## config.mk

```make
export PLATFORM = sky130hd
export DESIGN_NAME = disp_scan_mux
export DESIGN_NICKNAME = d
export VERILOG_FILES = /design/src/rtl/disp_pkg.sv /design/src/rtl/disp_pwm_timer.sv /design/src/rtl/disp_scan_mux.sv
export SDC_FILE = /design/constraint.sdc
export NUM_CORES = 1
export LEC_CHECK = 0
export CORE_ASPECT_RATIO = 0.7
export CORE_MARGIN = 2
export CORE_UTILIZATION = 70
export CTS_BUF_LIST = sky130_fd_sc_hd__clkbuf_2 sky130_fd_sc_hd__clkbuf_4 sky130_fd_sc_hd__clkbuf_8
export DETAILED_ROUTE_END_ITERATION = 8
export DONT_BUFFER_PORTS = 1
export PLACE_DENSITY_LB_ADDON = 0.08
export SLEW_MARGIN = 20
export SYNTH_ARGS = -nofsm -noshare
export SYNTH_HDL_FRONTEND = slang
export SYNTH_SLANG_ARGS = --single-unit
```

## constraint.sdc

```tcl
create_clock -name clk -period 13.4 [get_ports clk]
set_input_delay 4.02 -clock clk [delete_from_list [all_inputs] [get_ports clk]]
set_output_delay 4.02 -clock clk [all_outputs]
set_load 0.02 [all_outputs]
```

## src/rtl/disp_pkg.sv

```systemverilog
// Shared helpers for the display scan multiplexer: index widths and
// pin-polarity patterns. Vectors are returned at MAX_W bits and sized
// down by the caller, so NUM_DIGITS and SEG_W must not exceed MAX_W.
package disp_pkg;

    localparam int MAX_W          = 32;
    localparam int DEF_NUM_DIGITS = 4;
    localparam int DEF_DIG_W      = $clog2(DEF_NUM_DIGITS);

    // Width of an index counter for n states (at least one bit).
    function automatic int idx_w(input int n);
        return (n <= 2) ? 1 : $clog2(n);
    endfunction

    // Anode word with only digit idx driven on.
    function automatic logic [MAX_W-1:0] an_on(input int idx, input bit active_low);
        logic [MAX_W-1:0] v;
        v = {{(MAX_W-1){1'b0}}, 1'b1} << idx;
        return active_low ? ~v : v;
    endfunction

    // Anode word with every digit off.
    function automatic logic [MAX_W-1:0] an_off(input bit active_low);
        return active_low ? {MAX_W{1'b1}} : {MAX_W{1'b0}};
    endfunction

    // Segment word with every segment dark.
    function automatic logic [MAX_W-1:0] seg_blank(input bit active_low);
        return active_low ? {MAX_W{1'b1}} : {MAX_W{1'b0}};
    endfunction

endpackage

```

## src/rtl/disp_pwm_timer.sv

```systemverilog
// Nested scan counters: prescaler -> PWM step -> digit.
// Exposes next-state values so the owner can register outputs that move
// on the same edge as the counters. When i_en is low the counters are
// held at zero; the first enabled edge keeps them at zero so the scan
// starts cleanly at digit 0, step 0, pre 0.
module disp_pwm_timer
    import disp_pkg::*;
#(
    parameter int NUM_DIGITS = 4,
    parameter int BRIGHT_W   = 4,
    parameter int STEP_DIV   = 1563
) (
    input  logic                          clk,
    input  logic                          reset,
    input  logic                          i_en,
    output logic [BRIGHT_W-1:0]           o_step_nxt,
    output logic [idx_w(NUM_DIGITS)-1:0]  o_digit_nxt,
    output logic                          o_frame_wrap,
    output logic                          o_frame_start_nxt
);

    localparam int PRE_W = idx_w(STEP_DIV);
    localparam int DIG_W = idx_w(NUM_DIGITS);

    logic [PRE_W-1:0]    r_pre;
    logic [BRIGHT_W-1:0] r_step;
    logic [DIG_W-1:0]    r_digit;
    logic                r_run;

    logic [PRE_W-1:0]    w_pre_nxt;
    logic [BRIGHT_W-1:0] w_step_nxt;
    logic [DIG_W-1:0]    w_digit_nxt;
    logic                w_pre_wrap;
    logic                w_step_wrap;
    logic                w_dig_wrap;
    logic                w_adv;

    // Next-state counters; the step counter wraps naturally at 2^BRIGHT_W.
    always_comb begin
        w_pre_wrap  = (r_pre == PRE_W'(STEP_DIV - 1));
        w_step_wrap = w_pre_wrap && (r_step == {BRIGHT_W{1'b1}});
        w_dig_wrap  = w_step_wrap && (r_digit == DIG_W'(NUM_DIGITS - 1));
        w_adv       = i_en && r_run;
        w_pre_nxt   = '0;
        w_step_nxt  = '0;
        w_digit_nxt = '0;
        if (w_adv) begin
            w_pre_nxt   = w_pre_wrap ? '0 : r_pre + 1'b1;
            w_step_nxt  = w_pre_wrap ? r_step + 1'b1 : r_step;
            w_digit_nxt = r_digit;
            if (w_step_wrap) begin
                w_digit_nxt = w_dig_wrap ? '0 : r_digit + 1'b1;
            end
        end
    end

    assign o_step_nxt        = w_step_nxt;
    assign o_digit_nxt       = w_digit_nxt;
    assign o_frame_wrap      = w_adv && w_dig_wrap;
    assign o_frame_start_nxt = i_en && (!r_run || w_dig_wrap);

    // Counter and run-flag registers.
    always_ff @(posedge clk or posedge reset) begin
        if (reset) begin
            r_pre   <= '0;
            r_step  <= '0;
            r_digit <= '0;
            r_run   <= 1'b0;
        end else begin
            r_pre   <= w_pre_nxt;
            r_step  <= w_step_nxt;
            r_digit <= w_digit_nxt;
            r_run   <= i_en;
        end
    end

endmodule

```

## src/rtl/disp_scan_mux.sv

```systemverilog
// Seven-segment scan multiplexer with per-digit blanking, PWM brightness
// and a double-buffered shadow that only updates on frame boundaries
// (or immediately while the scan is disabled). All pin outputs are
// registered from next-state values, so anode and segment change together.
module disp_scan_mux
    import disp_pkg::*;
#(
    parameter int NUM_DIGITS     = 4,
    parameter int SEG_W          = 8,
    parameter int BRIGHT_W       = 4,
    parameter int STEP_DIV       = 1563,
    parameter int AN_ACTIVE_LOW  = 1,
    parameter int SEG_ACTIVE_LOW = 1
) (
    input  logic                          clk,
    input  logic                          reset,
    input  logic                          en,
    input  logic [NUM_DIGITS*SEG_W-1:0]   seg_data,
    input  logic [NUM_DIGITS-1:0]         digit_en,
    input  logic [BRIGHT_W-1:0]           brightness,
    input  logic                          load,
    output logic                          busy,
    output logic                          frame_start,
    output logic [NUM_DIGITS-1:0]         an,
    output logic [SEG_W-1:0]              sseg,
    output logic [$clog2(NUM_DIGITS)-1:0] cur_digit
);

    localparam int DIG_W = $clog2(NUM_DIGITS);
    localparam logic [SEG_W-1:0]      SEG_BLANK = SEG_W'(seg_blank(SEG_ACTIVE_LOW != 0));
    localparam logic [NUM_DIGITS-1:0] AN_OFF    = NUM_DIGITS'(an_off(AN_ACTIVE_LOW != 0));

    logic [BRIGHT_W-1:0]         w_step_nxt;
    logic [DIG_W-1:0]            w_digit_nxt;
    logic                        w_frame_wrap;
    logic                        w_frame_start_nxt;

    logic [NUM_DIGITS*SEG_W-1:0] r_sh_seg;
    logic [NUM_DIGITS-1:0]       r_sh_en;
    logic [BRIGHT_W-1:0]         r_sh_bright;
    logic                        r_busy;
    logic                        r_frame_start;
    logic [NUM_DIGITS-1:0]       r_an;
    logic [SEG_W-1:0]            r_sseg;
    logic [DIG_W-1:0]            r_cur_digit;

    logic                        w_capture;
    logic                        w_busy_nxt;
    logic [NUM_DIGITS*SEG_W-1:0] w_sh_seg_nxt;
    logic [NUM_DIGITS-1:0]       w_sh_en_nxt;
    logic [BRIGHT_W-1:0]         w_sh_bright_nxt;
    logic [SEG_W-1:0]            w_pat [NUM_DIGITS];
    logic                        w_lit;
    logic [NUM_DIGITS-1:0]       w_an_nxt;
    logic [SEG_W-1:0]            w_sseg_nxt;

    disp_pwm_timer #(
        .NUM_DIGITS (NUM_DIGITS),
        .BRIGHT_W   (BRIGHT_W),
        .STEP_DIV   (STEP_DIV)
    ) u_timer (
        .clk               (clk),
        .reset             (reset),
        .i_en              (en),
        .o_step_nxt        (w_step_nxt),
        .o_digit_nxt       (w_digit_nxt),
        .o_frame_wrap      (w_frame_wrap),
        .o_frame_start_nxt (w_frame_start_nxt)
    );

    // Shadow update: a pending or same-cycle load lands at a frame wrap,
    // or on the next edge whenever nothing is being displayed.
    always_comb begin
        w_capture       = (r_busy || load) && (w_frame_wrap || !en);
        w_busy_nxt      = r_busy;
        if (w_capture) begin
            w_busy_nxt = 1'b0;
        end else if (load) begin
            w_busy_nxt = 1'b1;
        end
        w_sh_seg_nxt    = w_capture ? seg_data   : r_sh_seg;
        w_sh_en_nxt     = w_capture ? digit_en   : r_sh_en;
        w_sh_bright_nxt = w_capture ? brightness : r_sh_bright;
    end

    // Pin values for the next cycle from next-state counters and shadow.
    always_comb begin
        for (int i = 0; i < NUM_DIGITS; i++) begin
            w_pat[i] = w_sh_seg_nxt[i*SEG_W +: SEG_W];
        end
        w_lit      = en && w_sh_en_nxt[w_digit_nxt] && (w_step_nxt <= w_sh_bright_nxt);
        w_an_nxt   = AN_OFF;
        w_sseg_nxt = SEG_BLANK;
        if (w_lit) begin
            w_an_nxt   = NUM_DIGITS'(an_on(int'(w_digit_nxt), AN_ACTIVE_LOW != 0));
            w_sseg_nxt = w_pat[w_digit_nxt];
        end
    end

    // Shadow, busy flag and registered pin outputs.
    always_ff @(posedge clk or posedge reset) begin
        if (reset) begin
            r_sh_seg      <= {NUM_DIGITS{SEG_BLANK}};
            r_sh_en       <= '0;
            r_sh_bright   <= '1;
            r_busy        <= 1'b0;
            r_frame_start <= 1'b0;
            r_an          <= AN_OFF;
            r_sseg        <= SEG_BLANK;
            r_cur_digit   <= '0;
        end else begin
            r_sh_seg      <= w_sh_seg_nxt;
            r_sh_en       <= w_sh_en_nxt;
            r_sh_bright   <= w_sh_bright_nxt;
            r_busy        <= w_busy_nxt;
            r_frame_start <= w_frame_start_nxt;
            r_an          <= w_an_nxt;
            r_sseg        <= w_sseg_nxt;
            r_cur_digit   <= w_digit_nxt;
        end
    end

    assign busy        = r_busy;
    assign frame_start = r_frame_start;
    assign an          = r_an;
    assign sseg        = r_sseg;
    assign cur_digit   = r_cur_digit;

endmodule

```

==> impl_table.tex <==
\begin{tabular}{lr}
\hline
Metric & Value \\
\hline
\multicolumn{2}{l}{\textbf{Worst setup path}} \\
\quad Critical path's slowest cell & or4b\_1 \\
\quad Cell depth of the worst flop-to-flop path & 16 \\
\quad Kind of critical path & in -> reg \\
\quad Number of logic stages on the critical path including buffering & 14 \\
\quad Crit path capture type & register \\
\quad Cell breakdown of the critical path & nor2\_1, nor3\_1, a21oi\_4, buf\_4, mux2\_2, inv\_2, ha\_1, nor2b\_1, o21ai\_0, nand2b\_1, a21oi\_1, o221ai\_1, or3\_4, or4b\_1 \\
\quad Critical path data arrival time & 7.31 ns \\
\quad Worst setup path endpoint & sseg[1] \\
\quad Launch instance of the worst register-to-register path & u\_timer.r\_pre[0] \\
\quad Category of the worst setup path launch point & input port \\
\quad Delay of the slowest critical-path stage & 0.55 ns \\
\quad Sum of buffers and inverters on the critical path & 2 \\
\quad Required time of the critical path & 13.65 ns \\
\quad Critical-path maximum fanout & 40 \\
\quad Worst reg2reg path endpoint & sseg[1] \\
\quad Cell type group with the largest total delay on the critical path & simple AND/OR/NAND/NOR gates \\
\quad Crit. Startpoint & load \\
\quad Flop2flop setup slack & 8.95 ns \\
\multicolumn{2}{l}{\textbf{Timing}} \\
\quad Slew Viols, Final & 0 \\
\quad Final setup viols & 0 \\
\quad Setup TNS after final layout & 0 ns \\
\quad Setup repair after global routing missed its margin & false \\
\quad Peak Freq & 142 MHz \\
\quad Final count of hold timing violations & 0 \\
\quad Minimum clock period & 7.06 ns \\
\quad Slack of the critical path & 6.34 ns \\
\quad Fin Hold WS & 0.505 ns \\
\quad Post-route clock skew & 0.00768 ns \\
\quad Tcrit/Tclk final & 0.527 \\
\quad Slew at the pin closest to its max-slew limit & 0.845 ns \\
\quad Relative slew slack & 0.437 \\
\multicolumn{2}{l}{\textbf{Synth}} \\
\quad Instance count of the mapped netlist & 271 \\
\quad Cell types occupying the most area after synthesis & dfstp\_2 38\%, dfrtp\_1 18\%, mux2\_2 8.5\% \\
\quad Yosys cell types & 44 \\
\quad Post-synthesis net count & 323 \\
\quad Post-synthesis sequential element count & 72 \\
\quad Syn\_area\_per\_cell & 12.2 um\^{}2 \\
\quad Most frequent cell after synthesis & dfstp\_2 \\
\quad EDFF count, synth & 0 \\
\quad Area share of the largest cell type after synthesis & 0.380 \\
\quad Proportion of synthesized flip-flops having asynchronous set or reset & 1.00 \\
\quad Ys flop type & dfstp\_2 \\
\quad Total number of yosys warnings & 0 \\
\quad Top post-synthesis cells by count & 48 x dfstp\_2, 26 x nor2\_1, 25 x mux2\_2 \\
\quad Cell type contributing the most total cell area after synthesis & dfstp\_2 \\
\quad Sequential share of the synthesized area & 0.562 \\
\quad Post-Syn Area & 3320 um\^{}2 \\
\multicolumn{2}{l}{\textbf{Clock network}} \\
\quad Quantity of hold-fixing buffers added after cts & 0 \\
\quad CTS HTree Levels & 3 \\
\quad CTS tree & built \\
\quad Number of clock buffers inserted by TritonCTS & 9 \\
\quad Clock net sink count & 72 \\
\quad Setup bufs post-CTS & 0 \\
\quad Clock slew at the register clock pins of the worst setup and hold paths & 0.07 ns \\
\quad Clock latency on the worst-skew pair & 0.34 ns \\
\quad CTS-repair resized insts & 0 \\
\quad Maximum clock path buffer count & 2 \\
\quad Root Buffer Master & clkbuf\_8 \\
\multicolumn{2}{l}{\textbf{Final layout}} \\
\quad Post-layout nets & 328 \\
\quad Area Growth Syn to Fin & 8.38\% \\
\quad Fraction of final layout cells with drive strength greater than 1 & 0.356 \\
\quad Inserted Diodes & 0 \\
\quad Share of the core filled with cells in the final layout & 0.807 \\
\quad Area of all placed cells without fillers & 3590 um\^{}2 \\
\quad Non-Filler Instances & 336 \\
\multicolumn{2}{l}{\textbf{GRT}} \\
\quad Via count of the first global-routing pass & 1943 \\
\quad First-pass GRT wire length & 9280 um \\
\quad Antenna violations before repair & 0 \\
\quad Total global routing overflow & 0 \\
\quad Pin count of the biggest net entering global routing & 73 \\
\quad Total global routing track utilization & 0.239 \\
\multicolumn{2}{l}{\textbf{Job}} \\
\quad Max-cap viol count & 0 \\
\multicolumn{2}{l}{\textbf{Routing}} \\
\quad Via count & 1963 \\
\quad Initial drt markers & 67 \\
\quad Pre-antenna DRT Iters & 4 \\
\quad Routed wire length & 5810 um \\
\quad Average wire per standard cell & 17.3 um \\
\quad Mean number of vias per cell & 5.84 \\
\quad Remaining design rule violation count & 0 \\
\quad Remaining number of nets flagged by the antenna check after routing & 0 \\
\multicolumn{2}{l}{\textbf{Floorplanning}} \\
\quad Die outline height & 61.6 um \\
\quad Die footprint & 5310 um\^{}2 \\
\quad Floorplan die width & 86.3 um \\
\quad Io pins & 60 \\
\quad Std-Cell Rows & 20 \\
\quad Starting utilization of the core area & 0.744 \\
\quad Core Area & 4450 um\^{}2 \\
\multicolumn{2}{l}{\textbf{Hold path}} \\
\quad Worst hold start & u\_timer.r\_pre[0] \\
\quad Path type of the worst min-delay path & reg -> reg \\
\multicolumn{2}{l}{\textbf{Placed design}} \\
\quad \# placed instances & 320 \\
\quad Global placement routability congestion & 0.792 \\
\quad DPL Wire Length & 4050 um \\
\quad Buffers on Ports & 0 \\
\quad Pre-CTS worst setup slack & 6.04 ns \\
\quad Placement-stage cell area & 3370 um\^{}2 \\
\multicolumn{2}{l}{\textbf{Power and ir drop}} \\
\quad Maximum vdd ir drop & 93.8 uV \\
\quad Cell Pwr Density & 139 nW/um\^{}2 \\
\quad Leakage power & 1.50 nW \\
\quad PnR Total Power & 498 uW \\
\multicolumn{2}{l}{\textbf{Run status}} \\
\quad Status & finished, final reports clean \\
\hline
\end{tabular}
worst min-delay path by stage:
stage               depth (start not counted)          endpoint  slack, ns
finish                                      1  u_timer.r_pre[0]       0.51
detailed placement                          1        r_sh_en[0]       0.49
global placement                            1        r_sh_en[2]       0.48
floorplan                                   1        r_sh_en[1]       0.47
CTS                                         1        r_sh_en[0]       0.51
global route                                1        r_sh_en[1]       0.53
per-layer routing:
metal  vias to the layer above  track usage  routed length, um
met5                         -            0                  0
li1                        949            -                  -
met1                       956        0.323               2720
met4                         0       0.0603                 44
met3                         6        0.103                447
met2                        52        0.364               2590
area by class of cell:
cell class / instances / area (um^2)
Tap cell: 55 / 68.8
Sequential cell: 72 / 1860
Inverter: 17 / 63.8
Clock buffer: 11 / 145
Multi-Input combinational cell: 174 / 1360
Fill cell: 275 / 861
Timing Repair Buffer: 2 / 15.0
Clock inverter: 5 / 78.8
layout by cell type (no fill, tap or decap), types with 2 or more instances in the layout:
| cell | Yosys | final |
|---|---|---|
| a211o_1 | 3 | 3 |
| a21oi_1 | 4 | 3 |
| buf_4 | 0 | 2 |
| bufinv_16 | 0 | 2 |
| clkbuf_8 | 0 | 10 |
| dfrtp_1 | 24 | 24 |
| dfstp_2 | 48 | 48 |
| ha_1 | 8 | 8 |
| inv_1 | 16 | 15 |
| inv_2 | 1 | 2 |
| mux2_1 | 5 | 5 |
| mux2_2 | 25 | 25 |
| mux2i_1 | 16 | 16 |
| nand2_1 | 10 | 10 |
| nand2b_1 | 9 | 9 |
| nand3_1 | 9 | 9 |
| nor2_1 | 26 | 26 |
| nor2b_1 | 6 | 6 |
| nor3_1 | 4 | 4 |
| nor3_2 | 2 | 2 |
| o21ai_0 | 2 | 2 |
| o22ai_1 | 6 | 6 |
| or2_1 | 4 | 4 |
| or4b_1 | 5 | 5 |
| xnor2_1 | 4 | 4 |
| xor2_1 | 8 | 8 |
sequential cells by signal, indices dropped and copies added, names as in the netlist, 2 cells and up:
| register | count |
|---|---|
| u_timer.r_pre | 11 |
| r_sh_en | 4 |
| u_timer.r_digit | 2 |
| sseg | 8 |
| u_timer.r_step | 4 |
| an | 4 |
| r_sh_bright | 4 |
| r_sh_seg | 32 |
report_power, final:
part	switching (mW)	total [mW]	internal, mW	leakage [nW]
sequential	0.0101	0.262	0.252	0.825
clock	0.0759	0.188	0.112	0.113
combinational	0.0260	0.0481	0.0221	0.564
total	0.112	0.498	0.386	1.50
logic make-up (layout without fill, tap and decap cells):
kind of cell    after synthesis  count (layout)  synth area share
simple gates                 88              88             0.152
buf+inv                      25              35            0.0317
flops                        72              72             0.562
fa+ha+maj                     8               8            0.0302
mux                          46              46             0.150
compound gates               20              20            0.0426
xor+xnor                     12              12            0.0317
No activity file was read; power rests on OpenSTA's default activity.
